`config.mk`:
```
export PLATFORM = sky130hd
export DESIGN_NAME = s641_misr_compactor
export DESIGN_NICKNAME = d
export VERILOG_FILES = /design/src/rtl/s641_misr_compactor.sv
export SDC_FILE = /design/constraint.sdc
export NUM_CORES = 1
export LEC_CHECK = 0
export BUFFER_PORTS_ARGS = -buffer_cell sky130_fd_sc_hd__buf_4
export CAP_MARGIN = 20
export CORE_ASPECT_RATIO = 0.75
export CORE_MARGIN = 5
export CORE_UTILIZATION = 45
export CTS_BUF_LIST = sky130_fd_sc_hd__clkbuf_8
export DETAILED_ROUTE_END_ITERATION = 12
export PLACE_DENSITY_LB_ADDON = 0.2
export SETUP_SLACK_MARGIN = 0.1
export SLEW_MARGIN = 40
export SYNTH_ARGS = -nofsm -noshare
export SYNTH_HDL_FRONTEND = slang
export SYNTH_SLANG_ARGS = --single-unit
```
`constraint.sdc`:
```
create_clock -name clk -period 8.87 [get_ports clk]
set_clock_uncertainty 0.2 [all_clocks]
set_input_delay 0 -clock clk [delete_from_list [all_inputs] [get_ports clk]]
set_output_delay 0 -clock clk [all_outputs]
set_load 0.005 [all_outputs]
```
`src/rtl/s641_misr_compactor.sv`:
```
`default_nettype none
// ============================================================================
// Module   : s641_misr_compactor
// Purpose  : Response compactor for the s641 benchmark. Valid output vectors
//            are first discarded for a flush window of SKIP beats, then the
//            next `cycles` beats are folded into a MISR signature. The final
//            signature is compared against a host-supplied golden value.
// Ports    : clk, rst           - clock, asynchronous active-high reset
//            i_start            - run request (accepted in IDLE or DONE)
//            i_cycles, i_golden - run length / expected signature, latched
//                                 on an accepted start
//            i_resp_valid/data  - s641 primary-output vector stream
//            o_busy, o_done     - handshake (FLUSH|RUN, DONE)
//            o_pass             - signature matched golden (valid with done)
//            o_signature        - current MISR contents
//            o_count            - samples compacted so far
// Revision : 1.0 - initial release
// ============================================================================
module s641_misr_compactor #(
  parameter int               IN_W  = 24,
  parameter int               SIG_W = 32,
  parameter logic [SIG_W-1:0] POLY  = 32'h04C11DB7,
  parameter logic [SIG_W-1:0] SEED  = 32'hFFFFFFFF,
  parameter int               SKIP  = 19,
  parameter int               CNT_W = 16
) (
  input  logic             clk,
  input  logic             rst,
  input  logic             i_start,
  input  logic [CNT_W-1:0] i_cycles,
  input  logic [SIG_W-1:0] i_golden,
  input  logic             i_resp_valid,
  input  logic [IN_W-1:0]  i_resp_data,
  output logic             o_busy,
  output logic             o_done,
  output logic             o_pass,
  output logic [SIG_W-1:0] o_signature,
  output logic [CNT_W-1:0] o_count
);

  localparam logic [1:0] S_IDLE  = 2'd0;
  localparam logic [1:0] S_FLUSH = 2'd1;
  localparam logic [1:0] S_RUN   = 2'd2;
  localparam logic [1:0] S_DONE  = 2'd3;

  // Skip counter is at least one bit wide even when the flush window is empty.
  localparam int               SKIP_W    = (SKIP > 1) ? $clog2(SKIP) : 1;
  localparam logic [SKIP_W-1:0] SKIP_LAST = SKIP_W'((SKIP > 0) ? SKIP - 1 : 0);

  logic [1:0]        r_state;
  logic [1:0]        w_state_next;
  logic [SIG_W-1:0]  r_sig;
  logic [CNT_W-1:0]  r_count;
  logic [SKIP_W-1:0] r_skip;
  logic [CNT_W-1:0]  r_cycles;
  logic [SIG_W-1:0]  r_golden;
  logic              r_pass;

  logic              w_accept;
  logic              w_flush_end;
  logic              w_run_beat;
  logic              w_last;
  logic [SIG_W-1:0]  w_sig_next;

  assign w_accept    = i_start && ((r_state == S_IDLE) || (r_state == S_DONE));
  assign w_flush_end = (r_state == S_FLUSH) && i_resp_valid && (r_skip == SKIP_LAST);
  assign w_run_beat  = (r_state == S_RUN) && i_resp_valid;
  assign w_last      = (r_count == (r_cycles - CNT_W'(1)));

  // Galois-style shift with polynomial feedback, then inject the zero-extended
  // response vector.
  assign w_sig_next = {r_sig[SIG_W-2:0], 1'b0}
                    ^ (r_sig[SIG_W-1] ? POLY : '0)
                    ^ SIG_W'(i_resp_data);

  // State register
  always_ff @(posedge clk or posedge rst) begin
    if (rst) begin
      r_state <= S_IDLE;
    end else begin
      r_state <= w_state_next;
    end
  end

  // Next-state logic
  always_comb begin
    w_state_next = r_state;
    case (r_state)
      S_IDLE, S_DONE: begin
        if (w_accept) begin
          if (i_cycles == '0) begin
            w_state_next = S_DONE;
          end else if (SKIP > 0) begin
            w_state_next = S_FLUSH;
          end else begin
            w_state_next = S_RUN;
          end
        end
      end
      S_FLUSH: begin
        if (w_flush_end) begin
          w_state_next = S_RUN;
        end
      end
      S_RUN: begin
        if (w_run_beat && w_last) begin
          w_state_next = S_DONE;
        end
      end
      default: w_state_next = S_IDLE;
    endcase
  end

  // Output logic
  always_comb begin
    o_busy = 1'b0;
    o_done = 1'b0;
    case (r_state)
      S_FLUSH, S_RUN: o_busy = 1'b1;
      S_DONE:         o_done = 1'b1;
      default: begin
        o_busy = 1'b0;
        o_done = 1'b0;
      end
    endcase
  end

  // Datapath: run parameters, signature, counters and verdict
  always_ff @(posedge clk or posedge rst) begin
    if (rst) begin
      r_sig    <= SEED;
      r_count  <= '0;
      r_skip   <= '0;
      r_cycles <= '0;
      r_golden <= '0;
      r_pass   <= 1'b0;
    end else if (w_accept) begin
      r_sig    <= SEED;
      r_count  <= '0;
      r_skip   <= '0;
      r_cycles <= i_cycles;
      r_golden <= i_golden;
      // A zero-length run goes straight to DONE with the seed as its result.
      r_pass   <= (i_cycles == '0) ? (SEED == i_golden) : 1'b0;
    end else if ((r_state == S_FLUSH) && i_resp_valid) begin
      r_skip <= r_skip + SKIP_W'(1);
    end else if (w_run_beat) begin
      r_sig   <= w_sig_next;
      r_count <= r_count + CNT_W'(1);
      if (w_last) begin
        r_pass <= (w_sig_next == r_golden);
      end
    end
  end

  assign o_pass      = r_pass;
  assign o_signature = r_sig;
  assign o_count     = r_count;

endmodule
`default_nettype wire

```
== After elaboration in Yosys (flattened, before gate mapping) ==
Index checks and enable logic that the tools add are counted.

* Output and inout bits: 51
* Register bits: 104
* Bits of input ports: 76
* Word-level logic and storage cells: 60

* Bitwise gates (word level): 2
* Reductions and logical operators: 16
* Muxes and demuxes: 21
* $add $sub $neg: 3
* Equal/unequal tests: 11

{| class="wikitable"
|+ Operator list
! cell !! count
|-
| 2-to-1 mux 32 bit || 3
|-
| 2-to-1 mux 16 bit || 3
|-
| == test 32 bit || 1
|-
| == test 32 bit (first input constant) || 1
|-
| XOR 32 x 24 -> 32 bit || 1
|-
| XOR 32 x 27 -> 32 bit || 1
|-
| 2-to-1 mux 27 bit || 1
|-
| adder 16 x 1 -> 16 bit (second input constant) || 1
|-
| == test 16 bit || 1
|-
| zero test 16 bit || 1
|-
| subtractor 16 x 1 -> 16 bit (second input constant) || 1
|-
| 2-to-1 mux 5 bit || 2
|-
| 2-to-1 mux 2 bit || 4
|-
| 2-to-1 mux 1 bit || 7
|-
| != test 2 bit (second input constant) || 3
|-
| case mux 2 bit (3 select lines) || 1
|-
| AND reduction 3 bit || 2
|-
| nonzero test 2 bit || 3
|-
| adder 5 x 1 -> 5 bit (second input constant) || 1
|-
| == test 5 bit (second input constant) || 1
|-
| logical AND 1 bit || 5
|-
| == test 2 bit (second input constant) || 2
|-
| OR reduction 2 bit || 2
|-
| == test 2 x 1 -> 1 bit (second input constant) || 1
|-
| other kinds (4) || 4
|}

== Logic depth before layout (Yosys ltp) ==
* Word-level depth: 8
* Mapped depth: 9
* Mapped depth without buffers: 9

== Worst setup path before layout ==
Ideal clock, no wire load.

* Kind: register -> register
* From: register r_cycles[0]
* To: register r_pass (netlist: o_pass)
* Path slack: 6.369 ns
* Stages on the path, launching flop included: 10
* Arrival time: 2.176 ns
* Clock period less this slack: 2.501 ns
* Cells stage by stage: dfrtp_1 inv_1 ha_1 nor2b_1 nand4_1 xnor2_1 a311o_1 nor4_4 a21oi_1 mux2_4

* Word-level cells in the longest chain between the ends: 4

{| class="wikitable"
|+ Ends and longest elaborated chain
! what !! line !! RTL
|-
| start: declaration || 55 || <nowiki>logic [CNT_W-1:0] r_cycles;</nowiki>
|-
| start signal: assignment || 141 || <nowiki>r_cycles <= i_cycles;</nowiki>
|-
| subtractor 16 x 1 -> 16 bit || 68 || <nowiki>assign w_last = (r_count == (r_cycles - CNT_W'(1)));</nowiki>
|-
| == test 16 bit || 68 ||
|-
| nonzero test 2 bit (no source line) || -- ||
|-
| AND reduction 3 bit (no source line) || -- ||
|-
| end signal: assignment || 144 || <nowiki>r_pass <= (i_cycles == '0) ? (SEED == i_golden) : 1'b0;</nowiki>
|-
| end signal: assignment || 151 || <nowiki>r_pass <= (w_sig_next == r_golden);</nowiki>
|-
| end: declaration || 57 || <nowiki>logic r_pass;</nowiki>
|}

No other way between the ends.
A chain may end at the register's enable or synchronous reset.

== Worst setup path in the final report ==
* From: register r_state[0]
* To: register r_count[13] (netlist: o_count[13])

* Word-level cells in the longest chain between the ends: 5
* Elaborated cells on any way between the ends: 12
* Those cells by class: eq/ne: 4; mux: 1; reduce/logical: 7

{| class="wikitable"
|+ Ends and longest elaborated chain
! what !! line !! RTL
|-
| start: declaration || 50 || <nowiki>logic [1:0] r_state;</nowiki>
|-
| start signal: assignment || 81 || <nowiki>r_state <= w_state_next;</nowiki>
|-
| == test 2 bit or zero test 2 bit (tied branches) || 65 || <nowiki>assign w_accept = i_start && ((r_state == S_IDLE) || (r_state == S_DONE));</nowiki>
|-
| logical OR 1 bit || 65 ||
|-
| logical AND 1 bit || 65 ||
|-
| != test 2 bit (no source line) or nonzero test 2 bit (tied branches) || -- ||
|-
| AND reduction 2 bit (no source line) || -- ||
|-
| end signal: assignment || 149 || <nowiki>r_count <= r_count + CNT_W'(1);</nowiki>
|-
| end: declaration || 53 || <nowiki>logic [CNT_W-1:0] r_count;</nowiki>
|}

Parallel ways exist; a longest one is shown, timed or not.

==> results.toml <==
[setup_path]
reg2reg_from = "r_state[0]"
rr_worst_depth = 9
cpMostUsedCell = "nor2_1"
crit_chain = "inv_1 > ha_1 > and2_2 > buf_4 > o211ai_1 > nor2_1 > nand3_1 > xor2_1 > nor2_1"
cp.buffers_inverters = 2
critPathSlowestCell = "and2_2"
crit_path_start_kind = "flip-flop"
end_kind = "flip-flop"
critPathKind = "flip-flop to flip-flop"
crit_family = "simple AND/OR/NAND/NOR gates"
required_ns = 8.91
arrival_ns = 3.11
r2r-end = "o_count[13]"
cp_slowest_stage_delay_ns = 0.53
r2r_slack_ns = 5.80
path_max_fanout = 47

[power]
p_sw_uw = 840
power.density_nw_per_um2 = 264
power_leakage_uw = 0.00356
ir_worst_vdd_mv = 0.147
comb_power_share_pct = 45.6
p_clk_share_pct = 13.5
swShare_pct = 41.8
p_seq_share_pct = 40.9
internal_power_uw = 1170
total_power_uw = 2010

[clock_tree]
clk_path_buf_depth = 2
ctsResizeCount = 0
numCtsBuffers = 9
path_clk_slew_ns = 0.09
post_cts_buffers = 0
clkLatencyLatePin_ns = 0.37
tritoncts = "done"
cts_sinks = 104
h-tree-depth = 3
hold_buffers = 76
clockRootBuffer = "clkbuf_8"

[cells_and_area]
area_delta_synth_final_pct = 36.3
final_common_cell = "nand2_1"
nets = 884
design_area_um2 = 7600
fill_cells = 1011
layout_common_cells = "nand2_1 (191), buf_4 (128), dlygate4sd3_1 (76), dfrtp_1 (72), xnor2_1 (60)"
antenna_cells = 0
final_util_pct = 62.2
final_layout_size_suffix_gt1_share_pct = 23.5

[synthesis]
synth_fa_ha_area_share_pct = 1.79
synth-simple-area-share_pct = 23.5
ys.flop_type = "dfrtp_1"
syn_inst = 611
synth_area_um2 = 5580
avgSynthCellArea_um2 = 9.13
synth_mux_area_share_pct = 0.897
synthArstFlopShare_pct = 100
yosys_warnings = 0
yosysSeqAreaShare_pct = 47.4
synth_top_family_by_area = "simple AND/OR/NAND/NOR gates"
synth_edf_count = 0
synth-seq-cells = 104
synth_nets = 695
synth_xor_area_share_pct = 17.0
yosys.cell_types.count = 39
synth_compound_area_share_pct = 7.00

[sta]
fin_crit_sh_pct = 34.6
setup_tns_ns = 0
setup_viol = 0
tightest_slew_ns = 0.794
fmax_mhz = 326
setup_ws_ns = 5.80
finalCriticalPeriod_ns = 3.07
finalHoldViolCount = 0
rsz0062_at_grt = "false"
slew_headroom_pct = 47.1
drv_slew = 0

[floorplanning]
core_um2 = 12200
io_pins = 127
fp.dieW_um = 139
die_h_um = 106
dieArea_um2 = 14700
placementRows = 35
initial_core_util_pct = 45.7

[grt]
grt_max_degree = 83
grt_use_total_pct = 21.9
antenna_found_initial = 0
gr-total-overflow = 0
grt_pass1_wl_mm = 26.0
grt_pass1_vias = 5035

[place]
place_ws_ns = 5.86
port_buffers = 126
place_area_um2 = 6670
dp_hpwl_mm = 11.0
place_congestion = 0.850

[route]
ant_nets = 0
drtPass1Iterations = 4
avgRoutedWirePerCell_um = 16.4
routed_wl_mm = 15.9
viasPerCell = 5.14
drt_iter0_drc = 373
drc = 0
num_vias = 4991

[run_status]
status = "completed"

[hold_path]
min_from = "i_cycles[5]"
hold_end = "r_cycles[5]"
holdPathStages = 4
hold_class = "input pin to flip-flop"

[flow_run]
cap_viol_max_count = 0
## cells by family after synthesis
logic type | after synthesis
xor gates and xnor gates | 108
muxes | 4
AOI/OAI and AO/OA | 57
buffers and inverters | 37
adders and majority gates | 8
and+or+nand+nor | 293
DFF | 104
## how the worst max path moves through the flow
stage | from | end | cells after the start
5_1_grt | r_state[0] | o_count[13] | 9
4_1_cts | r_state[0] | o_count[11] | 9
2_1_floorplan | rst | o_count[0] | 1
3_5_place_dp | r_state[0] | o_count[13] | 9
3_3_place_gp | r_state[0] | o_count[13] | 9
6_report | r_state[0] | o_count[13] | 9
## layout make-up
| cell class | count | area (um2) | share of cell area (%) |
|---|---|---|---|
| inverters | 10 | 40.0 | 0.527 |
| well taps | 166 | 208 | 2.73 |
| clock buffers | 10 | 138 | 1.81 |
| repair buffers | 205 | 1740 | 22.8 |
| flip-flops and latches | 104 | 2640 | 34.8 |
| multi-input cells | 470 | 2800 | 36.9 |
| clock inverters | 6 | 35.0 | 0.461 |
## metrics by stage
stage	instances	hold WS (ns)
detailed placement	879	-0.214
CTS	971	0.151
global route	971	0.183
floorplan	611	-0.0946
finish	971	0.178
global placement	879	-0.221
## cell usage after synthesis, types with 2 or more instances
cell type | count | share of area, %
a21oi_1 | 7 | 0.63
and3_1 | 4 | 0.45
buf_2 | 2 | 0.18
clkbuf_1 | 25 | 1.7
dfrtp_1 | 72 | 32
dfstp_2 | 32 | 15
ha_1 | 8 | 1.8
inv_1 | 10 | 0.67
mux2_4 | 2 | 0.54
mux2i_1 | 2 | 0.36
nand2_1 | 192 | 13
nand2b_1 | 2 | 0.22
nand3_1 | 17 | 1.5
nand4_1 | 15 | 1.7
nand4b_1 | 2 | 0.31
nor2_1 | 29 | 2.0
nor3_1 | 3 | 0.27
nor3b_1 | 2 | 0.27
nor4_1 | 16 | 1.8
nor4_2 | 2 | 0.45
nor4_4 | 2 | 0.76
o2111ai_1 | 2 | 0.31
o211ai_1 | 28 | 3.8
o21ai_0 | 12 | 1.1
or3_1 | 3 | 0.34
xnor2_1 | 60 | 9.4
xor2_1 | 48 | 7.5
## routing by layer
| metal | track usage [%] | part of all wire, % |
|---|---|---|
| met2 | 33.4 | 44 |
| met5 | 0 | 0 |
| met1 | 31.8 | 48 |
| met3 | 4.95 | 6.2 |
| met4 | 5.43 | 1.8 |
## registers in the layout, summed over array words and instances (netlist names)
signal       cells
o_signature     32
r_golden        32
o_count         16
r_cycles        16
r_skip           5
r_state          2
o_pass           1
## power by group through the flow
stage | registers (uW) | clock network [uW] | logic [uW]
after floorplan | 783 | 0 | 641
after global placement | 818 | 0 | 862
after detailed placement | 828 | 0 | 881
after CTS | 819 | 280 | 914
after global routing | 843 | 300 | 1030
final | 821 | 271 | 916
## worst min-delay path: stages
cell and delay (ns):
dlygate4sd3_1 0.52, buf_4 0.10, nand2_1 0.05, nand2_1 0.05
Note: power is estimated with default switching activity, not from simulation.
